**src/rtl/decoder_3to8_hs.sv**
```systemverilog
// Handshaked 3-to-8 one-hot decoder with a wrapping output-handshake counter.
// Optional output walk mode (SCAN, port scan_start) is built when DEC_SCAN_EN is defined.
module decoder_3to8_hs (
   input  logic       clk,
   input  logic       rst,
   input  logic [2:0] a,
   input  logic       en,
   input  logic       in_valid,
   output logic       in_ready,
   output logic [7:0] y,
   output logic       out_valid,
   input  logic       out_ready,
   output logic [7:0] cnt
`ifdef DEC_SCAN_EN
   ,
   input  logic       scan_start
`endif
);

   localparam logic [1:0] IDLE = 2'd0;
   localparam logic [1:0] HOLD = 2'd1;
`ifdef DEC_SCAN_EN
   localparam logic [1:0] SCAN = 2'd2;
`endif

   logic [1:0] state;
   logic [7:0] load_word;
   logic       in_hs;
   logic       out_hs;

   assign load_word = en ? (8'b1 << a) : 8'h00;
   assign in_hs     = in_valid && in_ready;
   assign out_hs    = out_valid && out_ready;

   // A scan request in IDLE takes priority, so the input side is refused that cycle.
   always_comb begin
      in_ready = 1'b0;
      case (state)
`ifdef DEC_SCAN_EN
         IDLE:    in_ready = !scan_start;
`else
         IDLE:    in_ready = 1'b1;
`endif
         HOLD:    in_ready = out_ready;
         default: in_ready = 1'b0;
      endcase
   end

   always_ff @(posedge clk) begin
      if (rst) begin
         state     <= IDLE;
         y         <= 8'h00;
         out_valid <= 1'b0;
         cnt       <= 8'h00;
      end else begin
         if (out_hs) begin
            cnt <= cnt + 8'd1;
         end
         case (state)
            IDLE: begin
`ifdef DEC_SCAN_EN
               if (scan_start) begin
                  y         <= 8'h01;
                  out_valid <= 1'b1;
                  state     <= SCAN;
               end else
`endif
               if (in_hs) begin
                  y         <= load_word;
                  out_valid <= 1'b1;
                  state     <= HOLD;
               end
            end
            HOLD: begin
               // in_ready follows out_ready here, so a new capture always retires the old word.
               if (out_hs) begin
                  if (in_hs) begin
                     y <= load_word;
                  end else begin
                     y         <= 8'h00;
                     out_valid <= 1'b0;
                     state     <= IDLE;
                  end
               end
            end
`ifdef DEC_SCAN_EN
            SCAN: begin
               if (out_hs) begin
                  if (y == 8'h80) begin
                     y         <= 8'h00;
                     out_valid <= 1'b0;
                     state     <= IDLE;
                  end else begin
                     y <= y << 1;
                  end
               end
            end
`endif
            default: begin
               state     <= IDLE;
               y         <= 8'h00;
               out_valid <= 1'b0;
            end
         endcase
      end
   end

endmodule
```
**config.mk**
```make
export PLATFORM = sky130hd
export DESIGN_NAME = decoder_3to8_hs
export DESIGN_NICKNAME = d
export VERILOG_FILES = /design/src/rtl/decoder_3to8_hs.sv
export SDC_FILE = /design/constraint.sdc
export NUM_CORES = 1
export LEC_CHECK = 0
export BUFFER_PORTS_ARGS = -buffer_cell sky130_fd_sc_hd__buf_2
export CORE_MARGIN = 2
export CORE_UTILIZATION = 42
export DETAILED_ROUTE_END_ITERATION = 16
export HOLD_SLACK_MARGIN = 0.12
export PLACE_DENSITY_LB_ADDON = 0.25
export SYNTH_ARGS = -nofsm -noshare
export SYNTH_HDL_FRONTEND = slang
export SYNTH_SLANG_ARGS = --single-unit
```
**constraint.sdc**
```tcl
create_clock -name clk -period 1.2 [get_ports clk]
set_input_delay 0.24 -clock clk [delete_from_list [all_inputs] [get_ports clk]]
set_output_delay 0.24 -clock clk [all_outputs]
set_load 0.02 [all_outputs]
```
==> impl_metrics.json <==
{
  "status": "finished, violations left",
  "violations": "setup timing",
  "rrSetupSlack_ns": 0.01,
  "ys_types": 21,
  "r2r_start": "cnt[4]",
  "synth_top_flop_cell": "dfxtp_1",
  "period_share_pct": 107.2,
  "hpwl_um": 1145,
  "crit_path_start_kind": "register",
  "drt_wl_total_um": 1632,
  "final.setup_skew_ns": 0.002136,
  "numPortBuffers": 25,
  "finalCriticalPeriod_ns": 1.287,
  "drc": 0,
  "top_level_ports": 26,
  "start_util_pct": 43.45,
  "worst_pin_slew_ns": 0.3148,
  "clock_sinks": 17,
  "finalSetupViolCount": 1,
  "hp-class": "in -> reg",
  "slew_viol_final": 0,
  "cp.depth": 2,
  "comb_power_share_pct": 12.3,
  "critPathMaxStageDelay_ns": 0.36,
  "synth_area_leaders": "dfxtp_1 47%, a21oi_1 10%, nand4_1 6.9%",
  "critPathSlowestCell": "dfxtp_4",
  "switching_share_pct": 25.11,
  "yosysTopAreaCell": "dfxtp_1",
  "ir_drop_v": 0.0006833,
  "cts_tree": "done",
  "path_max_fanout": 3,
  "post_drt_via_cell_ratio": 5.533,
  "relSlewSlack_pct": 79.01,
  "r2r-end": "cnt[7]",
  "yosysWarnings": 0,
  "gr-usage-all-layers_pct": 16.78,
  "gp_congestion": 0.7496,
  "p_switching_w": 0.0002521,
  "critPathArrivalTime_ns": 1.05,
  "vias": 747,
  "dieArea_mm2": 0.002076,
  "setup-tns-final_ns": -0.08669,
  "seqPwrFrac_pct": 57.7,
  "area_delta_synth_final_pct": 38.28,
  "synth_top_area_share_pct": 46.90,
  "clkTransAtPathRegs_ns": 0.09,
  "synth_cells": 86,
  "finalHoldViolCount": 0,
  "setup_slack_ns": -0.08669,
  "startpoint": "out_valid",
  "grt-ovfl-total": 0,
  "synth.most_common_cell": "dfxtp_1",
  "num_antenna_cells": 0,
  "synth_edf_count": 0,
  "wl_per_cell_um": 12.09,
  "cap_violations": 0,
  "power.share.clock_pct": 30.0,
  "end_kind": "primary output",
  "grt_max_degree": 18,
  "crit_end": "in_ready",
  "cts-root-buf": "clkbuf_4",
  "p_per_area_mw_per_mm2": 1000,
  "layout.nets": 128,
  "drtAntennaViolNets": 0,
  "drt_iter0_markers": 8,
  "post-place-ws_ns": -0.01976,
  "netlist_top_cells_count": "17 x dfxtp_1, 15 x a21oi_1, 11 x nand2_1, 8 x nand4_1",
  "avgSynthCellArea_um2": 8.438,
  "async_flop_share_pct": 0,
  "h-tree-depth": 1,
  "die_x_um": 45.57,
  "syn-cell-area_um2": 725.7,
  "worstPathCellList": "or2b_4 -> buf_6",
  "cp.required_ns": 0.96,
  "clkLatencyLatePin_ns": 0.28,
  "fp.dieH_um": 45.57,
  "setup.worst_path.class": "reg -> out",
  "cp_num_buf_inv": 1,
  "clockBufferDepth": 2,
  "core_region_area_mm2": 0.001670,
  "grt_pass1_wl_um": 2463,
  "cts-buffers-inserted": 3,
  "drtPass1Iterations": 4,
  "post-route-util_pct": 60.07,
  "syn-num-nets": 95,
  "first_global_vias": 600,
  "synth-seq-cells": 17,
  "r2r_cells": 3,
  "p_leak_nw": 0.4197,
  "fmax_ghz": 0.7772,
  "num_rows": 15,
  "yosysSeqAreaShare_pct": 46.90,
  "crit_family": "flip-flops",
  "drive_above_1_share_pct": 42.37,
  "antenna_found_initial": 0,
  "hold_buffers": 0,
  "rsz0062_at_grt": "yes",
  "intPower_w": 0.0007517
}
==> placed cells by master, fill, tap and decap left out, drive strengths merged <==
| cell | netlist | final |
|---|---|---|
| buf | 2 | 32 |
| dfxtp | 17 | 17 |
| a21oi | 15 | 15 |
| nand2 | 11 | 11 |
| nand4 | 10 | 10 |
| o21ai | 4 | 4 |
| or3 | 4 | 4 |
| clkbuf | 2 | 4 |
| inv | 3 | 3 |
| nor2 | 3 | 3 |
| nor2b | 3 | 3 |
| nand3 | 3 | 3 |
| and2 | 2 | 2 |
| or2b | 1 | 1 |
| xnor2 | 1 | 1 |
| xor2 | 1 | 1 |
| mux2i | 1 | 1 |
| o31ai | 1 | 1 |
| or4 | 1 | 1 |
| ha | 1 | 1 |
==> how the worst min path moves through the flow <==
stage | slack, ns | depth (start not counted) | to | from
4_1_cts | 0.24 | 3 | out_valid | in_valid
2_1_floorplan | 0.39 | 2 | cnt[1] | out_ready
6_report | 0.26 | 3 | out_valid | in_valid
3_5_place_dp | 0.44 | 2 | y[0] | y[0]
3_3_place_gp | 0.44 | 2 | y[2] | y[2]
5_1_grt | 0.26 | 3 | out_valid | in_valid
==> power by group through the flow <==
stage	Combinational (W)	Sequential (W)	Clock (W)
5_1_grt	0.000135	0.000581	0.000340
3_3_place_gp	0.000100	0.000594	0
4_1_cts	0.000116	0.000578	0.000315
2_1_floorplan	0.0000482	0.000606	0
3_5_place_dp	0.000101	0.000595	0
6_report	0.000123	0.000579	0.000301
==> repair_timing <==
| item | CTS | global route |
|---|---|---|
| pin swaps | 1 | 2 |
| gates resized for setup | 6 | 8 |
| cloned | 0 | 0 |
| endpoints found under the setup margin | 3 | 12 |
| buffers inserted | 3 | 0 |
==> sequential cells by signal, summed over array words and instances, names as in the netlist <==
register and cells:
y 8, cnt 8, out_valid 1
==> cells by family after synthesis <==
kind of cell	share of synthesized area, %
adders and majority gates	1.724
xor gates and xnor gates	2.414
buffers and inverters	3.966
muxes	1.379
DFF	46.90
AOI/OAI and AO/OA	14.14
and+or+nand+nor	29.48
==> layer usage <==
metal  track usage [%]  part of all wire [%]  vias up
li1                  -                     -      370
met1             20.98                    43      358
met2             25.92                    51       17
met3             4.762                   4.5        2
met4             8.824                  0.86        0
met5                 0                     0        -
==> per-stage QoR <==
| stage | cell area, um^2 | power [W] | cells | hold slack, ns |
|---|---|---|---|---|
| after CTS | 964.7 | 0.001009 | 135 | 0.2431 |
| after global placement | 904.6 | 0.0006946 | 129 | 0.4431 |
| final | 1003 | 0.001004 | 135 | 0.2604 |
| after floorplan | 738.2 | 0.0006540 | 86 | 0.3949 |
| after detailed placement | 904.6 | 0.0006959 | 129 | 0.4437 |
| after global routing | 1003 | 0.001057 | 135 | 0.2550 |
==> area by class of cell <==
class                      instances  area, um^2
multi-input combinational         62       394.1
clock buffer                       4       26.28
timing repair buffer              32       192.7
sequential                        17       357.8
inverter                           3       11.26
fill                             149       666.9
tap                               17       21.27
==> worst reg2reg max path, stage by stage (launching register included) <==
cell and delay [ns]:
dfxtp_2 0.37, nand4_2 0.13, or4_1 0.48, a21oi_1 0.14
(Power assumes the default switching activity.)
